## src/rtl/muldiv_ctrl.sv

```systemverilog
// rtl/muldiv_ctrl.sv - HI/LO register file and multiply/divide sequencing for the EXE stage
module muldiv_ctrl (
  input  logic        clk,
  input  logic        rst,
  input  logic [2:0]  md_op,
  input  logic [31:0] a,
  input  logic [31:0] b,
  input  logic        flush,
  input  logic        hold_i,
  input  logic [63:0] mul_result_i,
  output logic        div_start_o,
  output logic        div_signed_o,
  output logic [31:0] div_opa_o,
  output logic [31:0] div_opb_o,
  output logic        div_annul_o,
  input  logic [63:0] div_result_i,
  input  logic        div_ready_i,
  output logic        mul_signed_o,
  output logic        stall_o,
  output logic [31:0] hi_o,
  output logic [31:0] lo_o,
  output logic [5:0]  div_busy_cnt_o
);

  typedef enum logic [1:0] {
    IDLE     = 2'd0,
    DIV_RUN  = 2'd1,
    DIV_DONE = 2'd2
  } state_t;

  localparam logic [2:0] OP_MULT  = 3'b001;
  localparam logic [2:0] OP_MULTU = 3'b010;
  localparam logic [2:0] OP_DIV   = 3'b011;
  localparam logic [2:0] OP_DIVU  = 3'b100;
  localparam logic [2:0] OP_MTHI  = 3'b101;
  localparam logic [2:0] OP_MTLO  = 3'b110;

  state_t state;
  logic   div_issue;

  // A divide leaves IDLE only when the EXE stage is not being flushed.
  always_comb begin
    div_issue    = (state == IDLE) && !flush && ((md_op == OP_DIV) || (md_op == OP_DIVU));
    mul_signed_o = (md_op == OP_MULT);
    // stall is gated by rst so reset forces it low even while a DIV op is presented
    stall_o      = rst && (div_issue || (state == DIV_RUN));
    div_annul_o  = (state == DIV_RUN) && flush;
  end

  // Main FSM: HI/LO commits, operand latching, busy counter and divider start.
  always_ff @(posedge clk or negedge rst) begin
    if (!rst) begin
      state          <= IDLE;
      hi_o           <= '0;
      lo_o           <= '0;
      div_opa_o      <= '0;
      div_opb_o      <= '0;
      div_signed_o   <= 1'b0;
      div_busy_cnt_o <= '0;
      div_start_o    <= 1'b0;
    end else begin
      case (state)
        IDLE: begin
          if (!flush) begin
            case (md_op)
              OP_MULT, OP_MULTU: {hi_o, lo_o} <= mul_result_i;
              OP_MTHI:           hi_o <= a;
              OP_MTLO:           lo_o <= a;
              OP_DIV, OP_DIVU: begin
                div_opa_o      <= a;
                div_opb_o      <= b;
                div_signed_o   <= (md_op == OP_DIV);
                div_busy_cnt_o <= '0;
                div_start_o    <= 1'b1;
                state          <= DIV_RUN;
              end
              default: ;
            endcase
          end
        end
        DIV_RUN: begin
          if (div_busy_cnt_o != 6'd63) div_busy_cnt_o <= div_busy_cnt_o + 6'd1;
          // flush wins over a same-cycle ready: the result is discarded
          if (flush) begin
            div_start_o <= 1'b0;
            state       <= IDLE;
          end else if (div_ready_i) begin
            {hi_o, lo_o} <= div_result_i;
            div_start_o  <= 1'b0;
            state        <= DIV_DONE;
          end
        end
        DIV_DONE: begin
          // parked here while held so the same DIV is not reissued
          if (flush || !hold_i) state <= IDLE;
        end
        default: begin
          div_start_o <= 1'b0;
          state       <= IDLE;
        end
      endcase
    end
  end

endmodule

```

## config.mk

```make
export PLATFORM = sky130hd
export DESIGN_NAME = muldiv_ctrl
export DESIGN_NICKNAME = d
export VERILOG_FILES = /design/src/rtl/muldiv_ctrl.sv
export SDC_FILE = /design/constraint.sdc
export NUM_CORES = 1
export LEC_CHECK = 0
export ABC_CLOCK_PERIOD_IN_PS = 3400
export CAP_MARGIN = 10
export CORE_MARGIN = 4
export CORE_UTILIZATION = 31
export DETAILED_ROUTE_END_ITERATION = 12
export GPL_TIMING_DRIVEN = 1
export PLACE_DENSITY = 0.65
export SLEW_MARGIN = 20
export SYNTH_ARGS = -nofsm -noshare
export SYNTH_HDL_FRONTEND = slang
export SYNTH_SLANG_ARGS = --single-unit
```

## constraint.sdc

```tcl
create_clock -name clk -period 3.4 [get_ports clk]
set_clock_uncertainty 0.05 [all_clocks]
set_input_delay 0.85 -clock clk [delete_from_list [all_inputs] [get_ports clk]]
set_output_delay 0.85 -clock clk [all_outputs]
set_load 0.01 [all_outputs]
```

# Yosys cells after proc, flatten, opt, wreduce, memory -nomap -nowiden
# Index checks and enable logic that the tools add are counted.
# W data, S select, Z words.
dict set report word_totals {
  ff_bits 138
  latchBits 0
  mem_bits_rw 0
  rom_bits 0
  in_bits 200
  out_inout_bits 139
  memories 0
}
dict set report classes {
  addsub 1
  n_mul 0
  div 0
  magnitude_cmp 0
  eq_ne 18
  shift 0
  n_mux 25
  n_bitwise 2
  n_reduce_logical 19
}
# operator count
set ops {}
lappend ops {{$pmux W32 S2} 4}
lappend ops {{$mux W32} 6}
lappend ops {{$mux W6} 3}
lappend ops {{$pmux W6 S2} 1}
lappend ops {{$reduce_and A4 Y1} 3}
lappend ops {{$mux W2} 5}
lappend ops {{$reduce_and A5 Y1} 2}
lappend ops {{$eq A3 B3 Y1 const B} 3}
lappend ops {{$ne A2 B2 Y1 const B} 4}
lappend ops {{$add A6 B1 Y6 const B} 1}
lappend ops {{$eq A3 B2 Y1 const B} 2}
lappend ops {{$ne A3 B1 Y1 const B} 2}
lappend ops {{$ne A6 B6 Y1 const B} 1}
lappend ops {{$pmux W2 S3} 1}
lappend ops {{$logic_and A1 B1 Y1} 4}
lappend ops {{$mux W1} 4}
lappend ops {{$ne A2 B1 Y1 const B} 2}
lappend ops {{$reduce_or A2 Y1} 2}
lappend ops {{$eq A3 B1 Y1 const B} 1}
lappend ops {{$logic_or A1 B1 Y1} 3}
lappend ops {{$ne A3 B3 Y1 const B} 1}
lappend ops {{$pmux W1 S3} 1}
lappend ops {{$reduce_and A3 Y1} 1}
lappend ops {{$eq A2 B1 Y1 const B} 1}
lappend ops {{5 further kinds} 7}

# Logic depth before layout (Yosys ltp)
# Gate-level depths: netlist of run 1.
dict set report depth {
  depth_word 5
  depth_mapped 7
}

# Worst setup path after synthesis of run 1
# OpenSTA, ideal clock, no wires.
dict set report synth_path {
  path_kind {input to output}
  start {input md_op[0]}
  end {output stall_o}
  arrival_time_ns 2.334
  required_time_ns 2.500
  path_slack_ns 0.166
  stages 6
  path_buffers 3
  path_cell_list {buf_2 > or3b_1 > a211o_1 > buf_6 > clkbuf_1 > a21boi_0}
}
dict set report synth_between {
  elab_chain_cells 5
}
# element line_no
set synth_rtl {}
lappend synth_rtl {{start: declaration} 5} ;# input logic [2:0] md_op,
lappend synth_rtl {{$eq A3 B2 Y1 or $eq A3 B3 Y1 (tied branches)} 43} ;# div_issue = (state == IDLE) && !flush && ((md_op == OP_DIV) || (md_op == OP_DIVU));
lappend synth_rtl {{$logic_or A1 B1 Y1 (*)} 43}
lappend synth_rtl {{$logic_and A1 B1 Y1 (*)} 43}
lappend synth_rtl {{$logic_or A1 B1 Y1 (*)} 46} ;# stall_o = rst && (div_issue || (state == DIV_RUN));
lappend synth_rtl {{$logic_and A1 B1 Y1 (*)} 46}
lappend synth_rtl {{end: declaration} 19} ;# output logic stall_o,
# Mark *: on every way between the ends. The rest lies on a longest branch, timed or not.

# Worst setup path in the final report of run 1
dict set report layout_path {
  start {input md_op[2]}
  end {output stall_o}
}
# Same word-level chain as after synthesis.

==> out/qor.yml, run 1 <==
cp_top_family: "buffers and inverters"
worstSetupEndpointType: "primary output"
nets: 1151
layout-drive-gt1-share_pct: 12.6
crit_fanout: 2
syn_nets: 828
dr.pass1.iters: 4
relSlewSlack_pct: 41.2
cts_hold_buf: 0
area_growth_pct: 63.9
final_hold_viol_count: 0
worstReg2RegStart: "state[0]$_DFFE_PN0P_"
gp_congestion: 0.843
drt_iter0_drc: 338
globalRouteTotalUtil_pct: 19.5
grt_use_met2_pct: 32.9
seq_area_frac_synth_pct: 51.2
antenna_found_initial: 0
critPathBufInv: 2
placementRows: 53
clock_latency_ns: 0.42
setup_viol: 0
grt_max_degree: 133
reg2regPathDepth: 5
multi_input_area_mm2: 0.00307
wl_per_cell_um: 19.8
synthArstFlopShare_pct: 100
numClockSinks: 138
cts_setup_buffers: 0
finalCritPeriodShare_pct: 96.4
rsz0062_at_grt: "no"
clk_pin_slew_ns: 0.06
place_ws_ns: -0.299
cts_tree: "done"
power.leakage_nw: 5.09
hp-class: "in -> async"
clockRootBuffer: "clkbuf_16"
synth_cell_type_count: 33
ant_nets: 0
wl_mm: 24.5
finalPower_mw: 6.44
worst_pin_slew_ns: 0.882
grt_pass1_vias: 6249
r2r_slack_ns: 0.76
crit_chain: "clkdlybuf4s50_1 > or3b_4 > a211o_4 > a21boi_0 > buf_2"
r2r_end: "div_opb_o[0]$_DFFE_PN0P_"
grt_pass1_wl_mm: 36.7
grt_busiest_layer: "met2"
grtUsageMet1_pct: 24.6
fin_ws_ns: 0.123
drc: 0
ys_ff_latch: 138
htreeDepth: 4
syn_area_per_cell_um2: 10.8
portBuffers: 338
grt_use_met3_pct: 4.88
die_w_um: 156
maxSlewViolCount: 0
syn_area_mm2: 0.00675
drv_cap: 0
start_kind: "input port"
vias: 6144
ys_warn_count: 0
clk_path_buf_depth: 2
synth_ff_type: "dfrtp_1"
viasPerCell: 4.96
register_area_mm2: 0.00345
period_needed_ns: 3.28
p_per_area_mw_per_mm2: 583
arrival_ns: 2.38
antenna_cells: 0
die_h_um: 156
cp_data_required_time_ns: 2.50
synth_edf_count: 0
ir_drop_mv: 0.301
status: "completed"
crit_path_max_incr_delay_ns: 0.48
path_class: "in -> out"
fmax_ghz: 0.305
nFillCells: 1963
start_util_pct: 31.8
crit_slowest_cell: "clkdlybuf4s50_1"
grt-ovfl-total: 0
dp_hpwl_mm: 17.2
ios: 339
die_area_mm2: 0.0242
coreArea_mm2: 0.0212
cts_buffers: 17
synthCells: 627
## synth_stat cells, types with 2 or more instances
library cell | n | area share, %
a311oi_1 | 64 | 8.3
clkbuf_1 | 43 | 2.4
mux2_4 | 50 | 11
nor3b_1 | 2 | 0.22
nand3_1 | 3 | 0.22
nand2_1 | 132 | 7.3
nand2b_1 | 2 | 0.19
nor2_1 | 67 | 3.7
xnor2_1 | 2 | 0.26
buf_2 | 2 | 0.15
o31ai_1 | 2 | 0.22
mux2_2 | 14 | 2.3
a21oi_1 | 2 | 0.15
nor2b_1 | 3 | 0.28
and3b_1 | 2 | 0.26
o21ai_0 | 6 | 0.45
buf_6 | 6 | 1.0
a21o_1 | 64 | 7.1
nand3b_1 | 4 | 0.45
inv_1 | 2 | 0.11
and2_1 | 3 | 0.28
o211ai_1 | 3 | 0.33
dfrtp_1 | 138 | 51
o311ai_4 | 2 | 0.78
## area by class of cell
type,instances,share of cell area [%]
timing repair buffer,355,32.6
clock inverter,15,1.38
clock buffer,17,3.85
multi-input combinational,436,27.7
tap,275,3.11
inverter,2,0.0679
sequential,138,31.2
## timing repair
item | in CTS | in global routing
gates cloned | 0 | 0
endpoints found under the setup margin | 1 | 1
resized for setup | 3 | 2
## metrics by stage
stage	cells	setup TNS (ns)	cell area (um2)	hold slack [ns]	utilization, %
floorplan	627	0	6750	0.458	-
global placement	1206	-3.51	10500	0.408	49.4
detailed placement	1206	-6.01	10500	0.415	49.4
CTS	1238	0	11100	0.203	52.1
global route	1238	0	11100	0.208	52.1
finish	1238	0	11100	0.217	52.1
## logic make-up (layout without fill, tap and decap cells)
group,count (synthesis),in the layout,synth area share (%)
AO/OA/AOI/OAI,146,146,17.7
multiplexers,64,64,13.5
buffers and inverters,53,389,3.65
flip-flops,138,138,51.2
AND/OR/NAND/NOR,222,222,13.4
XOR/XNOR,3,3,0.389
adder cells (fa/ha/maj),1,1,0.185
## cell usage in the layout (no fill, tap or decap), types with 3 or more instances in the layout
| master | synthesis | final |
|---|---|---|
| o211ai_1 | 3 | 3 |
| mux2_2 | 14 | 14 |
| clkbuf_16 | 0 | 17 |
| inv_6 | 0 | 6 |
| nand2_1 | 132 | 132 |
| a21o_1 | 64 | 64 |
| nor2_1 | 67 | 67 |
| o21ai_0 | 6 | 6 |
| clkinvlp_4 | 0 | 3 |
| mux2_4 | 50 | 50 |
| buf_4 | 0 | 9 |
| and2_1 | 3 | 3 |
| dfrtp_1 | 138 | 138 |
| clkdlybuf4s50_1 | 0 | 336 |
| buf_12 | 0 | 8 |
| nor2b_1 | 3 | 3 |
| inv_8 | 0 | 3 |
| nand3b_1 | 4 | 4 |
| a311oi_1 | 64 | 64 |
| nand3_1 | 3 | 3 |
## metal layers
layer	vias to the layer above	wire length, um
li1	2875	-
met1	2982	10200
met2	254	12000
met3	33	1790
met4	0	491
met5	-	0
## registers in the layout, summed over array words and instances, names as in the netlist
name and cells:
div_busy_cnt_o 6, div_opa_o 32, div_opb_o 32, div_signed_o 1
div_start_o 1, hi_o 32, lo_o 32, state 2
## worst register-to-register path: stages, from the launching register on
cell	delay [ns]
dfrtp_1	0.47
or2_2	0.24
a211o_4	0.13
buf_4	0.36
buf_4	0.79
mux2_2	0.48
## how the worst max path moves through the flow
stage	from	end	slack, ns	depth (start not counted)
6_report	md_op[2]	stall_o	0.12	5
5_1_grt	md_op[2]	stall_o	0.06	5
4_1_cts	md_op[2]	stall_o	0.003	5
3_5_place_dp	md_op[2]	stall_o	-0.30	5
3_3_place_gp	md_op[2]	stall_o	-0.28	5
2_1_floorplan	md_op[0]	stall_o	0.17	6
## power by group
group / internal, mW / leakage (nW) / switching (mW)
sequential: 2.08 / 1.69 / 0.262
clock: 1.04 / 0.277 / 0.809
combinational: 1.40 / 3.13 / 0.855
Power figures use the tool's default switching activity.
==> run 2: changes to the inputs <==
- RECOVER_POWER: unset -> 25
==> out/qor.yml, run 2 (synthesized netlist as in run 1, its figures left out) <==
fmax_ghz: 0.305  # about the same
crit_fanout: 2  # unchanged
drc: 0  # unchanged
wl_mm: 24.6  # +0.41%
cts_buffers: 17  # unchanged
grt_pass1_vias: 6249  # unchanged
fin_ws_ns: 0.122  # -0.000825 ns
portBuffers: 338  # unchanged
rsz0062_at_grt: "no"
clk_pin_slew_ns: 0.06  # about the same
setup_viol: 0  # unchanged
clockRootBuffer: "clkbuf_16"
layout-drive-gt1-share_pct: 12.5  # -0.10 points
vias: 6136  # -0.13%
critPathBufInv: 2  # unchanged
cp_top_family: "buffers and inverters"
r2r_end: "div_opb_o[0]$_DFFE_PN0P_"
numClockSinks: 138  # unchanged
antenna_cells: 0  # unchanged
period_needed_ns: 3.28  # +0.000825 ns
wl_met2_mm: 12.1  # +0.48%
min_from: "lo_o[27]$_DFFE_PN0P_"
crit_chain: "clkdlybuf4s50_1 > or3b_4 > a211o_4 > a21boi_0 > buf_2"
crit_path_max_incr_delay_ns: 0.48  # about the same
cp_data_required_time_ns: 2.50  # about the same
wl_met1_mm: 10.2  # +0.42%
drv_cap: 1  # +1
finalCritPeriodShare_pct: 96.4  # about the same
wl_per_cell_um: 19.9  # +0.41%
holdWs_ns: 0.426  # +0.208 ns
cts_hold_buf: 0  # unchanged
ir_drop_mv: 0.303  # +0.57%
gp_congestion: 0.843  # unchanged
hp-class: "reg -> reg"
topRoutingLayerUsed: "met4"
hold_end: "lo_o[27]$_DFFE_PN0P_"
drt_iter0_drc: 340  # +0.59%
maxSlewViolCount: 69  # +69
antenna_found_initial: 0  # unchanged
met3WireLength_mm: 1.83  # +2.4%
clk_path_buf_depth: 2  # unchanged
crit_slowest_cell: "clkdlybuf4s50_1"
hold_depth: 1
htreeDepth: 4  # unchanged
dr.pass1.iters: 4  # unchanged
start_kind: "input port"
crit_cells: 5  # unchanged
status: "finished with violations"
final_util_pct: 52.0  # -0.059 points
grt-ovfl-total: 0  # unchanged
layout_commonest_cell: "clkdlybuf4s50_1"
ios: 339  # unchanged
dp_hpwl_mm: 17.2  # unchanged
die_h_um: 156  # unchanged
path_class: "in -> out"
nets: 1151  # unchanged
relSlewSlack_pct: -2.59  # -44 points
power.leakage_nw: 5.08  # -0.12%
cts_tree: "done"
globalRouteTotalUtil_pct: 19.5  # unchanged
mostFrequentLayoutCells: "clkdlybuf4s50_1, dfrtp_1, nand2_1"
arrival_ns: 2.38  # about the same
grt_max_degree: 133  # unchanged
grt_pass1_wl_mm: 36.7  # unchanged
reg2regPathDepth: 5  # unchanged
p_per_area_mw_per_mm2: 583  # +0.12%
die_area_mm2: 0.0242  # unchanged
viasPerCell: 4.96  # -0.13%
start_util_pct: 31.8  # unchanged
r2r_slack_ns: 0.76  # about the same
clock_latency_ns: 0.42  # about the same
worstReg2RegStart: "state[0]$_DFFE_PN0P_"
placementRows: 53  # unchanged
ant_nets: 0  # unchanged
place_ws_ns: -0.299  # unchanged
final_hold_viol_count: 0  # unchanged
violations: "max-capacitance violations, max-slew violations"
worstSetupEndpointType: "primary output"
area_growth_pct: 63.7
die_w_um: 156  # unchanged
worst_pin_slew_ns: 1.54  # +0.657 ns
coreArea_mm2: 0.0212  # unchanged
-- run 2: changes by cell type in the layout (fill, tap and decap cells not counted) --
cell | before | now
buf_2 | 1 | 2
buf_4 | 9 | 7
buf_6 | 1 | 0
clkbuf_1 | 0 | 1
clkbuf_2 | 0 | 1
clkdlybuf4s50_1 | 336 | 335
dlygate4sd3_1 | 0 | 1
-- run 2: cell type report --
| class | instances | area, um2 |
|---|---|---|
| inverter | 2 | 7.51 |
| multi-input combinational | 436 | 3070 |
| clock inverter | 15 | 153 |
| timing repair buffer | 355 | 3590 |
| tap | 275 | 344 |
| clock buffer | 17 | 425 |
| fill | 1963 | 10200 |
| sequential | 138 | 3450 |
-- run 2: per-layer routing --
layer,up-vias,global-route usage [%]
li1,2875,-
met1,2975,24.6
met2,255,32.9
met3,31,4.88
met4,0,6.34
met5,-,0
-- run 2: where the power goes --
part / internal [mW] / switching [mW] / total [mW]
clock network: 1.04 / 0.811 / 1.85
registers: 2.08 / 0.261 / 2.34
logic: 1.40 / 0.856 / 2.25
-- run 2: worst max-delay path by stage --
stage                        start       to
after global placement    md_op[2]  stall_o
after detailed placement  md_op[2]  stall_o
after floorplan           md_op[0]  stall_o
after global routing      md_op[2]  stall_o
after CTS                 md_op[2]  stall_o
final                     md_op[2]  stall_o
-- run 2: worst register-to-register path: cells and delay by family, from the launching register on --
family                 cells  cell delay [ns]
DFF                        1             0.47
muxes                      1             0.48
and+or+nand+nor            1             0.24
AOI/OAI and AO/OA          1             0.13
buffers and inverters      2             1.15
-- run 2: stage by stage --
| step | total power, mW | TNS, ns | instance area, um2 | cells |
|---|---|---|---|---|
| after floorplan | 3.21 | 0 | 6750 | 627 |
| after global placement | 4.61 | -3.51 | 10500 | 1206 |
| after detailed placement | 4.65 | -6.01 | 10500 | 1206 |
| after CTS | 6.53 | 0 | 11100 | 1238 |
| after global routing | 6.76 | 0 | 11000 | 1238 |
| final | 6.44 | 0 | 11000 | 1238 |
-- run 2: timing repair --
| item | CTS | global route |
|---|---|---|
| endpoints found under the setup margin | 1 | 1 |
| gates resized for setup | 3 | 2 |
| setup buffers | 0 | 0 |
==> run 3: changes to the inputs <==
- HOLD_SLACK_MARGIN: unset -> 0.15
- SKIP_CTS_REPAIR_TIMING: unset -> 1
==> out/qor.yml, run 3 (synthesized netlist as in run 1, its figures left out) <==
dp_hpwl_mm: 17.2  # unchanged
dr.pass1.iters: 4  # unchanged
layout_commonest_cell: "clkdlybuf4s50_1"
grt_pass1_wl_mm: 36.7  # unchanged
ir_drop_mv: 0.303  # about the same
die_area_mm2: 0.0242  # unchanged
place_ws_ns: -0.299  # unchanged
path_class: "in -> out"
switchingPower_mw: 1.93  # about the same
htreeDepth: 4  # unchanged
worst_pin_slew_ns: 1.54  # -0.0000153 ns
fin_ws_ns: 0.0848  # -0.0375 ns
status: "finished with violations"
vias: 6133  # -0.049%
gp_congestion: 0.843  # unchanged
grt-ovfl-total: 0  # unchanged
viasPerCell: 4.95  # about the same
clockRootBuffer: "clkbuf_16"
worstSetupEndpointType: "primary output"
dpl-instance-area_mm2: 0.0105  # unchanged
clk_path_buf_depth: 2  # unchanged
wl_per_cell_um: 19.9  # about the same
hp-class: "reg -> reg"
ant_nets: 0  # unchanged
stdcell_count: 1238  # unchanged
p_int_mw: 4.51  # about the same
holdWs_ns: 0.426  # unchanged
start_util_pct: 31.8  # unchanged
arrival_ns: 2.42  # +0.04 ns
finalCritPeriodShare_pct: 97.5  # +1.1 points
coreArea_mm2: 0.0212  # unchanged
grt_max_degree: 133  # unchanged
cts_buffers: 17  # unchanged
nets: 1151  # unchanged
period_needed_ns: 3.32  # +0.0375 ns
relSlewSlack_pct: -2.59  # about the same
drc: 0  # unchanged
mostFrequentLayoutCells: "clkdlybuf4s50_1, dfrtp_1, nand2_1"
final_hold_viol_count: 0  # unchanged
power.leakage_nw: 5.10  # +0.28%
antenna_cells: 0  # unchanged
place_inst: 1206  # unchanged
fmax_ghz: 0.302  # -1.1%
cts_tree: "done"
setup_viol: 0  # unchanged
drv_cap: 1  # unchanged
clock_latency_ns: 0.42  # about the same
antenna_found_initial: 0  # unchanged
violations: "max-capacitance violations, max-slew violations"
clk_pin_slew_ns: 0.06  # about the same
portBuffers: 338  # unchanged
grt_pass1_vias: 6249  # unchanged
wl_mm: 24.6  # about the same
start_kind: "input port"
rsz0062_at_grt: "no"
die_h_um: 156  # unchanged
p_per_area_mw_per_mm2: 583  # about the same
placementRows: 53  # unchanged
postLayoutCellArea_mm2: 0.0110  # about the same
die_w_um: 156  # unchanged
crit_fanout: 2  # unchanged
crit_slowest_cell: "clkdlybuf4s50_1"
crit_path_max_incr_delay_ns: 0.48  # about the same
finalPower_mw: 6.44  # about the same
area_growth_pct: 63.7  # about the same
swShare_pct: 29.9  # about the same
ios: 339  # unchanged
crit_chain: "clkdlybuf4s50_1 > or3b_1 > a211o_4 > a21boi_0 > dlymetal6s2s_1"
globalRouteTotalUtil_pct: 19.5  # unchanged
layout-drive-gt1-share_pct: 12.3  # -0.21 points
cp_data_required_time_ns: 2.50  # about the same
drt_iter0_drc: 340  # unchanged
numClockSinks: 138  # unchanged
p_clk_share_pct: 28.7  # about the same
pwr-share-seq_pct: 36.4  # about the same
maxSlewViolCount: 69  # unchanged
combinationalPowerShare_pct: 35.0  # about the same
run 3: cell types whose count changed in the layout (fill, tap and decap cells not counted), sizes merged:
cell,change
buf,-1
dlymetal6s2s,+1
run 3: stage by stage:
step | utilization (%) | setup TNS [ns]
2_1_floorplan | - | 0
5_1_grt | 52.1 | 0
4_1_cts | 52.1 | -0.312
3_3_place_gp | 49.4 | -3.51
3_5_place_dp | 49.4 | -6.01
6_report | 52.1 | 0
run 3: power groups by stage:
| stage | registers (mW) | clock network, mW | logic, mW |
|---|---|---|---|
| after floorplan | 2.55 | 0 | 0.663 |
| final | 2.34 | 1.85 | 2.25 |
| after detailed placement | 2.36 | 0 | 2.29 |
| after global placement | 2.35 | 0 | 2.26 |
| after global routing | 2.40 | 1.96 | 2.39 |
| after CTS | 2.34 | 1.89 | 2.29 |
run 3: critical path, delay by kind of cell:
| kind | cells | cell delay, ns |
|---|---|---|
| buffers and inverters | 2 | 0.66 |
| AOI/OAI and AO/OA | 2 | 0.51 |
| and+or+nand+nor | 1 | 0.39 |
run 3: area by class of cell:
class | count | area [um2]
inverters | 2 | 7.51
flip-flops and latches | 138 | 3450
multi-input cells | 436 | 3060
well taps | 275 | 344
clock buffers | 17 | 425
fillers | 1964 | 10200
repair buffers | 355 | 3600
clock inverters | 15 | 153
run 3: path summary, 6_finish.rpt:
path	startpoint	end	slack, ns	cells after the start
min in group asynchronous	rst	div_opa_o[3]$_DFFE_PN0P_	0.58	1
worst max register to register	state[0]$_DFFE_PN0P_	div_opb_o[0]$_DFFE_PN0P_	0.76	5
max in group asynchronous	rst	hi_o[20]$_DFFE_PN0P_	0.60	2
worst min-delay path	lo_o[27]$_DFFE_PN0P_	lo_o[27]$_DFFE_PN0P_	0.43	1
worst min register to register	lo_o[27]$_DFFE_PN0P_	lo_o[27]$_DFFE_PN0P_	0.43	1
worst max-delay path	md_op[2]	stall_o	0.08	5
run 3: layer usage:
metal	vias up	global-route usage [%]	part of all wire, %
met1	2972	24.6	42
met5	-	0	0
met3	31	4.88	7.5
met2	255	32.9	49
met4	0	6.34	1.8
li1	2875	-	-
